[config.mk]
export PLATFORM = sky130hd
export DESIGN_NAME = spi_ctrl_seq
export DESIGN_NICKNAME = d
export VERILOG_FILES = /design/src/rtl/spi_ctrl_pkg.sv /design/src/rtl/spi_sync.sv /design/src/rtl/spi_ctrl_seq.sv
export SDC_FILE = /design/constraint.sdc
export NUM_CORES = 1
export LEC_CHECK = 0
export ABC_AREA = 1
export BUFFER_PORTS_ARGS = -buffer_cell sky130_fd_sc_hd__buf_4
export CAP_MARGIN = 10
export CORE_AREA = 2 2 52 49
export CTS_CLUSTER_DIAMETER = 80
export DETAILED_ROUTE_END_ITERATION = 10
export DIE_AREA = 0 0 54 51
export PLACE_DENSITY = 0.86
export SYNTH_ARGS = -nofsm -noshare
export SYNTH_HDL_FRONTEND = slang
export SYNTH_SLANG_ARGS = --single-unit
[constraint.sdc]
create_clock -name clk -period 1.7 [get_ports clk]
set_input_delay 0.51 -clock clk [delete_from_list [all_inputs] [get_ports clk]]
set_output_delay 0.51 -clock clk [all_outputs]
set_load 0.1 [all_outputs]
[src/rtl/spi_ctrl_pkg.sv]
// Shared types for the SPI control sequencer: FSM state encoding and
// the bit offsets of each channel's address fields inside the control word.
package spi_ctrl_pkg;

    typedef enum logic [1:0] {
        S_IDLE  = 2'd0,
        S_START = 2'd1,
        S_WAIT  = 2'd2,
        S_NEXT  = 2'd3
    } seq_state_e;

    // Channel k owns two adjacent fields: input addr, then output addr.
    function automatic int in_lsb(input int k, input int rbaw);
        return 2 * k * rbaw;
    endfunction

    function automatic int out_lsb(input int k, input int rbaw);
        return (2 * k + 1) * rbaw;
    endfunction

endpackage

[src/rtl/spi_sync.sv]
// Single-bit multi-flop synchroniser with a parametric reset value.
module spi_sync #(
    parameter int   STAGES  = 2,
    parameter logic RST_VAL = 1'b0
) (
    input  logic clk,
    input  logic reset,
    input  logic d,
    output logic q
);

    if (STAGES < 2) begin : g_bad_stages
        $error("spi_sync: STAGES must be >= 2");
    end

    (* ASYNC_REG = "TRUE" *) logic [STAGES-1:0] sync_q;

    always_ff @(posedge clk) begin
        if (reset) sync_q <= {STAGES{RST_VAL}};
        else       sync_q <= {sync_q[STAGES-2:0], d};
    end

    assign q = sync_q[STAGES-1];

endmodule

[src/rtl/spi_ctrl_seq.sv]
// SPI write-commit detector driving a per-channel decoder start sequencer.
// Optional per-channel done timeout: define SPI_CTRL_SEQ_TIMEOUT_EN.
module spi_ctrl_seq
    import spi_ctrl_pkg::*;
#(
    parameter int DATA_WIDTH          = 32,
    parameter int SPI_ADDR_WIDTH      = 8,
    parameter int REG_BANK_ADDR_WIDTH = 4,
    parameter int NUM_CH              = 2,
    parameter int SYNC_STAGES         = 2,
    parameter int CTRL_ADDR           = 0,
    parameter int TIMEOUT_CYCLES      = 1024
) (
    input  logic                                  clk,
    input  logic                                  reset,
    input  logic                                  spi_cs_n,
    input  logic                                  spi_read_en_in,
    input  logic [DATA_WIDTH-1:0]                 ctrl_reg,
    input  logic [SPI_ADDR_WIDTH-1:0]             spi_addr,
    input  logic [NUM_CH-1:0]                     dec_done,
    output logic                                  spi_read_en_out,
    output logic                                  spi_write_en_out,
    output logic [REG_BANK_ADDR_WIDTH-1:0]        spi_addr_trunc,
    output logic [NUM_CH*REG_BANK_ADDR_WIDTH-1:0] dec_in_addr,
    output logic [NUM_CH*REG_BANK_ADDR_WIDTH-1:0] dec_out_addr,
    output logic [NUM_CH-1:0]                     dec_start,
    output logic                                  busy,
    output logic [NUM_CH-1:0]                     dec_err
);

    localparam int RBAW = REG_BANK_ADDR_WIDTH;
    localparam int CH_W = (NUM_CH > 1) ? $clog2(NUM_CH) : 1;

    if (2 * NUM_CH * RBAW > DATA_WIDTH - 1) begin : g_bad_cfg
        $error("spi_ctrl_seq: channel address fields overlap the auto_start bit");
    end

    logic            cs_s, rd_s, cs_prev, read_seen, commit;
    logic            done_ch, timeout_hit;
    seq_state_e      state, state_nxt;
    logic [CH_W-1:0] ch, ch_nxt;
    logic            pending, pending_nxt;
    logic            unused_bits;

    spi_sync #(.STAGES(SYNC_STAGES), .RST_VAL(1'b1)) u_sync_cs (
        .clk(clk), .reset(reset), .d(spi_cs_n), .q(cs_s)
    );
    spi_sync #(.STAGES(SYNC_STAGES), .RST_VAL(1'b0)) u_sync_rd (
        .clk(clk), .reset(reset), .d(spi_read_en_in), .q(rd_s)
    );

    assign spi_read_en_out = rd_s;

    // A transaction that carried a read strobe must not commit on cs_n release.
    always_ff @(posedge clk) begin
        if (reset) begin
            cs_prev          <= 1'b1;
            read_seen        <= 1'b0;
            spi_write_en_out <= 1'b0;
        end else begin
            cs_prev          <= cs_s;
            spi_write_en_out <= cs_s && !cs_prev && !read_seen;
            if (rd_s && !cs_s)      read_seen <= 1'b1;
            else if (cs_s && !rd_s) read_seen <= 1'b0;
        end
    end

    assign spi_addr_trunc = spi_addr[RBAW-1:0];
    assign commit = spi_write_en_out && (spi_addr_trunc == RBAW'(CTRL_ADDR))
                    && ctrl_reg[DATA_WIDTH-1];
    assign unused_bits = ^{spi_addr, ctrl_reg};

    for (genvar k = 0; k < NUM_CH; k++) begin : g_fields
        localparam int IL = in_lsb(k, RBAW);
        localparam int OL = out_lsb(k, RBAW);
        assign dec_in_addr[k*RBAW +: RBAW]  = ctrl_reg[IL +: RBAW];
        assign dec_out_addr[k*RBAW +: RBAW] = ctrl_reg[OL +: RBAW];
    end

    assign done_ch = dec_done[ch];

`ifdef SPI_CTRL_SEQ_TIMEOUT_EN
    localparam int CNT_W = $clog2(TIMEOUT_CYCLES + 1);
    logic [CNT_W-1:0]  tmo_cnt;
    logic [NUM_CH-1:0] err_q;

    assign timeout_hit = (state == S_WAIT) && !done_ch
                         && (tmo_cnt == CNT_W'(TIMEOUT_CYCLES - 1));

    always_ff @(posedge clk) begin
        if (reset) begin
            tmo_cnt <= '0;
            err_q   <= '0;
        end else begin
            if (state == S_START)     tmo_cnt <= '0;
            else if (state == S_WAIT) tmo_cnt <= tmo_cnt + CNT_W'(1);
            if (timeout_hit) err_q[ch] <= 1'b1;
        end
    end

    assign dec_err = err_q;
`else
    assign timeout_hit = 1'b0;
    assign dec_err     = '0;
`endif

    always_ff @(posedge clk) begin
        if (reset) begin
            state   <= S_IDLE;
            ch      <= '0;
            pending <= 1'b0;
        end else begin
            state   <= state_nxt;
            ch      <= ch_nxt;
            pending <= pending_nxt;
        end
    end

    always_comb begin
        state_nxt   = state;
        ch_nxt      = ch;
        pending_nxt = pending | (commit && (state != S_IDLE));
        case (state)
            S_IDLE: if (commit) begin
                state_nxt = S_START;
                ch_nxt    = '0;
            end
            S_START: state_nxt = S_WAIT;
            S_WAIT:  if (done_ch || timeout_hit) state_nxt = S_NEXT;
            S_NEXT: begin
                if (ch != CH_W'(NUM_CH - 1)) begin
                    ch_nxt    = ch + CH_W'(1);
                    state_nxt = S_START;
                end else if (pending || commit) begin
                    // A commit landing on the final NEXT cycle restarts directly.
                    ch_nxt      = '0;
                    state_nxt   = S_START;
                    pending_nxt = pending && commit;
                end else begin
                    state_nxt = S_IDLE;
                end
            end
            default: state_nxt = S_IDLE;
        endcase
    end

    always_comb begin
        dec_start = '0;
        if (state == S_START) dec_start[ch] = 1'b1;
        busy = (state != S_IDLE);
    end

endmodule

Yosys cells after proc, flatten, opt, wreduce, memory -nomap -nowiden

Cells that the tools add are included.

Register bits after elaboration: 11
Logic and storage cells: 57
Input port bits: 46
Output and inout bits: 27

Bitwise logic cells: 1
Magnitude comparators: 2
Muxes and demuxes: 19
Equal/unequal tests: 5
$add $sub $neg: 1
Reductions and logical operators: 21

Operators with widths:

| kind                  | count |
|---|---|
| $mux W1               | 13 |
| $logic_and A1 B1 Y1   | 9 |
| $pmux W2 S4           | 1 |
| $mux W2               | 3 |
| $reduce_bool A2 Y1    | 3 |
| $eq A2 B2 Y1 const B  | 2 |
| $logic_not A1 Y1      | 4 |
| $logic_not A4 Y1      | 1 |
| $ne A2 B2 Y1 const B  | 2 |
| $reduce_and A2 Y1     | 2 |
| $eq A2 B1 Y1 const B  | 1 |
| $logic_not A2 Y1      | 1 |
| $lt A1 B2 Y1 const B  | 1 |
| $pmux W1 S2           | 1 |
| $add A1 B1 Y1 const B | 1 |
| $demux W1 S1          | 1 |
| $ge A1 B1 Y1 const B  | 1 |
| $logic_or A1 B1 Y1    | 1 |
| $or A1 B1 Y1          | 1 |

Logic depth before layout (Yosys ltp)

Word-level depth: 8
Gate-level depth with buffers: 8
Mapped depth without buffers: 8

Modules after synthesis

From an unflattened synthesis, not the netlist that was laid out.

Cells, all modules: 97
Area, all modules: 752.0 sq um

By module, submodules not included:

| module                | area each (sq um) | cells each | instances | seq. area each (sq um) |
|---|---|---|---|---|
| spi_ctrl_seq          | 638.1             | 84         | 1         | 140.1 |
| spi_sync at u_sync_cs | 58.8              | 7          | 1         | 40.0 |
| spi_sync at u_sync_rd | 55.1              | 6          | 1         | 40.0 |

Least setup slack after synthesis

OpenSTA, ideal clock, no wires.

Path kind: register to output
From: register state[1]
To: output dec_start[0]
Buffers on the path: 0
Arrival time: 1.873 ns
Stages on the path, launching flop included: 5
Slack: -0.683 ns
Required time: 1.190 ns
Cells stage by stage: dfxtp_1 -> inv_1 -> ha_1 -> inv_1 -> nor2_1

Word-level cells in the longest chain between the ends: 2

RTL lines:

| item                     | line                | source |
|---|---|---|
| start: declaration       | spi_ctrl_seq.sv:40  | `seq_state_e state, state_nxt;` |
| start signal: assignment | spi_ctrl_seq.sv:113 | `state <= state_nxt;` |
| $eq A2 B1 Y1             | spi_ctrl_seq.sv:149 | `if (state == S_START) dec_start[ch] = 1'b1;` |
| $mux W2                  | spi_ctrl_seq.sv:149 |  |
| end: declaration         | spi_ctrl_seq.sv:26  | `output logic [NUM_CH-1:0] dec_start,` |

Every way passes these cells.

Worst setup path in the final report

From: register state[1]
To: output dec_start[1]

Same word-level chain as after synthesis.

==> impl_summary.txt <==
----------------------------------------------------
[CTS]
  Number of buffers created by CTS ... 3
  Clock insertion delay at the later pin of the skew report ... between 0.2 and 0.3 ns
  CTS clock-pin slew for the worst setup and hold paths ... about 0.060 ns
  Hold buffers post-CTS ... 0
  CTS tree ... done
  Number of sinks driven by the clock tree ... 11
  Number of buffers on the longest clock path ... 2
  Htree depth ... 1
  CTS root buffer ... sky130_fd_sc_hd__clkbuf_4

[Floorplan]
  Die width ... roughly 54 um
  Core Region ... between 2000 and 2500 um2
  Std cell rows ... 17
  Initial cell density of the core ... approximately 33%
  Die outline area ... ~2800 um2
  Ports ... 73
  Height of the chip ... 51 um

[Worst setup path]
  Critical path class ... flop to output pin
  RR Endpoint ... state[0]$_SDFFE_PP0P_
  Kind of capture point of the worst setup path ... output pin
  CP arrival ... about 1.2 ns
  Critical path fanouts, max ... 3
  R2r startpoint ... state[1]$_SDFFE_PP0P_
  Register-to-Register Path Depth ... 8
  Type of origin of the critical path ... flop
  R2R setup slack ... 0.41 ns
  Worst Path Required ... ~1.2 ns

[Power and ir drop]
  Total leakage power ... 0.412 nW
  Ratio of total power to cell area ... 1180 nW/um2
  Peak ir drop on the vdd network ... 0.616 mV
  Proportion of power drawn by the clock network ... between 15 and 20%
  Cell-internal power ... between 0.0005 and 0.0006 W
  Sw frac ... approximately 44%
  Sequential power share ... around 29%
  Combinational fraction of design power ... roughly 55%
  Switching power ... 0.000466 W

[Yosys]
  Post-Synthesis Cells ... 95
  Area share of the largest cell type after synthesis ... between 20% and 30%
  Synthesized area per cell ... a little under 8 um2
  Seq/Total Area, Yosys ... between 20 and 30%
  Synthesized area ... between 700 and 800 um2
  Count of cell types in the netlist ... 23
  FF+latch count, synth ... 11
  Area contributors post-synth ... sky130_fd_sc_hd__dfxtp_1 (29%), sky130_fd_sc_hd__buf_4 (22%), sky130_fd_sc_hd__ha_1 (10%), sky130_fd_sc_hd__inv_1 (7.0%), sky130_fd_sc_hd__nand2_1 (6.0%)
  Cell type with the highest aggregate area in the netlist ... sky130_fd_sc_hd__dfxtp_1
  Number of warnings printed during yosys synthesis ... 0

[GRT]
  All-layer global routing usage ... about a tenth
  Met3 capacity usage during global routing ... 6.43%
  Largest net degree at the start of global routing ... 10
  GRT overflow ... 0
  Met2 track demand over resource ... roughly a fifth
  Number of antenna violations at the first check in global routing ... 0
  First-pass GRT wire length ... 2000 um
  Most used routing layer ... met2
  Met1 demand-to-capacity share in global routing ... between 7 and 8%
  Via count of the first global-routing pass ... between 400 and 500

[Hold path]
  Class of the tightest hold or removal check ... flop to flop
  Cell depth of the worst hold path ... 2
  Min-Delay Startpoint ... u_sync_rd.sync_q[0]$_SDFF_PP0_
  Endpoint of the worst hold path ... u_sync_rd.sync_q[1]$_SDFF_PP0_

[Timing]
  Clock Skews ... between 0.003 and 0.004 ns
  Part of the cycle the worst path needs ... about 100%
  Final min period ... between 1.5 and 2 ns
  Final setup violation count ... 0
  Final critical-path setup slack ... ~0.0030 ns
  Fin. Hold Viols ... 0
  Highest attainable clock frequency ... 589 MHz
  Max Slew Vio Count ... 0
  RSZ-0062 raised after global routing ... true
  Worst hold slack across all endpoints ... 0.403 ns

[Layout]
  Post-layout nets ... about 150
  Final instance count without filler cells ... between 100 and 150
  Final Core Density ... about two fifths
  Layout cell share with drive strength beyond 1 ... between 40% and 50%
  Cell area after layout ... roughly 900 um2
  Layout Area Growth over Synthesis ... 20.2%
  Count of antenna diodes in the layout ... 0
  # fillers ... about 220

[Routing]
  Detailed Route Iter0 Violations ... 3
  Post-detailed-route count of antenna-violating nets ... 0
  Total DRC errors in the routed layout ... 0
  Via total after detailed routing ... 555
  Routed length per instance ... around 11 um
  Post-Route WL ... 1450 um
  First-pass DRT Iterations ... 3
  Vias per inst ... between 4 and 5

[Placement]
  RePlAce Congestion ... 0.716
  Total cell area at the placement stage ... approximately 780 um2
  Dpl hpwl ... ~1100 um
  Cell total after placement ... between 100 and 150
  Post-placement setup slack ... roughly 0.074 ns
  Number of port buffers ... 19

[Run]
  Number of maximum-capacitance constraint violations ... 0

[Outcome]
  Outcome ... finished, final reports clean

----------------------------------------------------
critical path, cell delays in order (launching register included):
cell and delay, ns:
sky130_fd_sc_hd__dfxtp_2 0.35, sky130_fd_sc_hd__inv_4 0.05, sky130_fd_sc_hd__ha_4 0.16, sky130_fd_sc_hd__nand2_4 0.07, sky130_fd_sc_hd__clkinvlp_4 0.10, sky130_fd_sc_hd__buf_12 0.17
state kept, by name, summed over array words and instances, names as in the netlist:
name              cells
cs_prev               1
pending               1
state                 2
u_sync_rd.sync_q      2
ch                    1
read_seen             1
spi_write_en_out      1
u_sync_cs.sync_q      2
cell usage after synthesis:
library cell               number
sky130_fd_sc_hd__nor2_2         3
sky130_fd_sc_hd__clkbuf_1       1
sky130_fd_sc_hd__o21ai_1        1
sky130_fd_sc_hd__a21oi_4        1
sky130_fd_sc_hd__nor2_1         4
sky130_fd_sc_hd__a211oi_1       1
sky130_fd_sc_hd__o21ai_0        2
sky130_fd_sc_hd__dfxtp_1       11
sky130_fd_sc_hd__buf_4         22
sky130_fd_sc_hd__ha_1           6
sky130_fd_sc_hd__or2_2          2
sky130_fd_sc_hd__inv_1         14
sky130_fd_sc_hd__nand3_2        1
sky130_fd_sc_hd__o21ai_2        1
sky130_fd_sc_hd__nand3_1        2
sky130_fd_sc_hd__conb_1         1
sky130_fd_sc_hd__a21oi_1        4
sky130_fd_sc_hd__nor2_4         1
sky130_fd_sc_hd__nand2_2        2
sky130_fd_sc_hd__nor4_1         1
sky130_fd_sc_hd__nand2_1       12
sky130_fd_sc_hd__a21oi_2        1
sky130_fd_sc_hd__buf_6          1
cell families (layout without fill, tap and decap cells):
| kind of cell | count (synthesis) | in the layout | synth area share (%) |
|---|---|---|---|
| fa+ha+maj | 6 | 6 | 10.0 |
| other cells | 1 | 2 | 0.500 |
| buf+inv | 38 | 41 | 31.1 |
| simple gates | 28 | 28 | 18.9 |
| compound gates | 11 | 11 | 10.2 |
| flops | 11 | 11 | 29.4 |
power by group through the flow:
stage          clock network (W)  logic (W)  registers (W)
2_1_floorplan                  0   0.000552       0.000307
3_3_place_gp                   0   0.000450       0.000301
3_5_place_dp                   0   0.000470       0.000304
4_1_cts                 0.000175   0.000527       0.000298
5_1_grt                 0.000190   0.000612       0.000309
6_report                0.000169   0.000583       0.000307
worst max-delay path by stage:
| stage | startpoint | end | slack [ns] | depth (start not counted) |
|---|---|---|---|---|
| global placement | state[0]$_SDFFE_PP0P_ | busy | 0.12 | 4 |
| detailed placement | state[1]$_SDFFE_PP0P_ | dec_start[1] | 0.07 | 5 |
| CTS | state[0]$_SDFFE_PP0P_ | busy | -0.03 | 4 |
| floorplan | spi_write_en_out$_SDFF_PP0_ | state[0]$_SDFFE_PP0P_ | 0.0002 | 7 |
| global route | state[1]$_SDFFE_PP0P_ | dec_start[1] | -0.03 | 5 |
| finish | state[1]$_SDFFE_PP0P_ | dec_start[1] | 0.003 | 5 |
cells in the final DEF, fill, tap and decap left out:
master,Yosys,final
sky130_fd_sc_hd__inv_1,14,10
sky130_fd_sc_hd__a21oi_2,1,1
sky130_fd_sc_hd__nand3_1,2,2
sky130_fd_sc_hd__clkinvlp_4,0,2
sky130_fd_sc_hd__nor4_1,1,1
sky130_fd_sc_hd__o21ai_2,1,1
sky130_fd_sc_hd__buf_12,0,3
sky130_fd_sc_hd__dfxtp_1,11,8
sky130_fd_sc_hd__ha_1,6,4
sky130_fd_sc_hd__o21ai_0,2,2
sky130_fd_sc_hd__nor2_1,4,3
sky130_fd_sc_hd__inv_2,0,1
sky130_fd_sc_hd__dfxtp_4,0,1
sky130_fd_sc_hd__conb_1,1,2
sky130_fd_sc_hd__ha_4,0,2
sky130_fd_sc_hd__clkbuf_4,0,3
sky130_fd_sc_hd__nor2_4,1,2
sky130_fd_sc_hd__or2_2,2,2
sky130_fd_sc_hd__buf_4,22,20
sky130_fd_sc_hd__a21oi_4,1,1
sky130_fd_sc_hd__nand3_2,1,1
sky130_fd_sc_hd__a211oi_1,1,1
sky130_fd_sc_hd__nand2_1,12,11
sky130_fd_sc_hd__inv_4,0,1
sky130_fd_sc_hd__dfxtp_2,0,2
sky130_fd_sc_hd__nand2_2,2,2
sky130_fd_sc_hd__nor2_2,3,3
sky130_fd_sc_hd__clkbuf_1,1,1
sky130_fd_sc_hd__o21ai_1,1,1
sky130_fd_sc_hd__nand2_4,0,1
sky130_fd_sc_hd__a21oi_1,4,4
what timing repair did:
action,4_1_cts,5_1_grt
endpoints found under the setup margin,3,3
pin swaps,1,0
buffers inserted,1,1
gates resized for setup,14,8
gates cloned,0,0
stage by stage:
step | power (W) | TNS (ns)
after floorplan | 0.000859 | 0
after global placement | 0.000751 | 0
after detailed placement | 0.000774 | 0
after CTS | 0.00100 | -0.0320
after global routing | 0.00111 | -0.0340
final | 0.00106 | 0
per-layer routing:
metal  vias to the layer above  share of wire, %
li1                        273                 -
met1                       257                34
met2                        25                57
met3                         0               9.1
met4                         0                 0
met5                         -                 0
area by class of cell:
class                      count  area, um2  area share, %
multi-input combinational     47        340           37.8
sequential                    11        226           25.1
tap                           28       35.0           3.89
clock buffer                   4       26.3           2.92
inverter                      14       62.6           6.94
timing repair buffer          23        210           23.3
No activity file was read; power rests on OpenSTA's default activity.
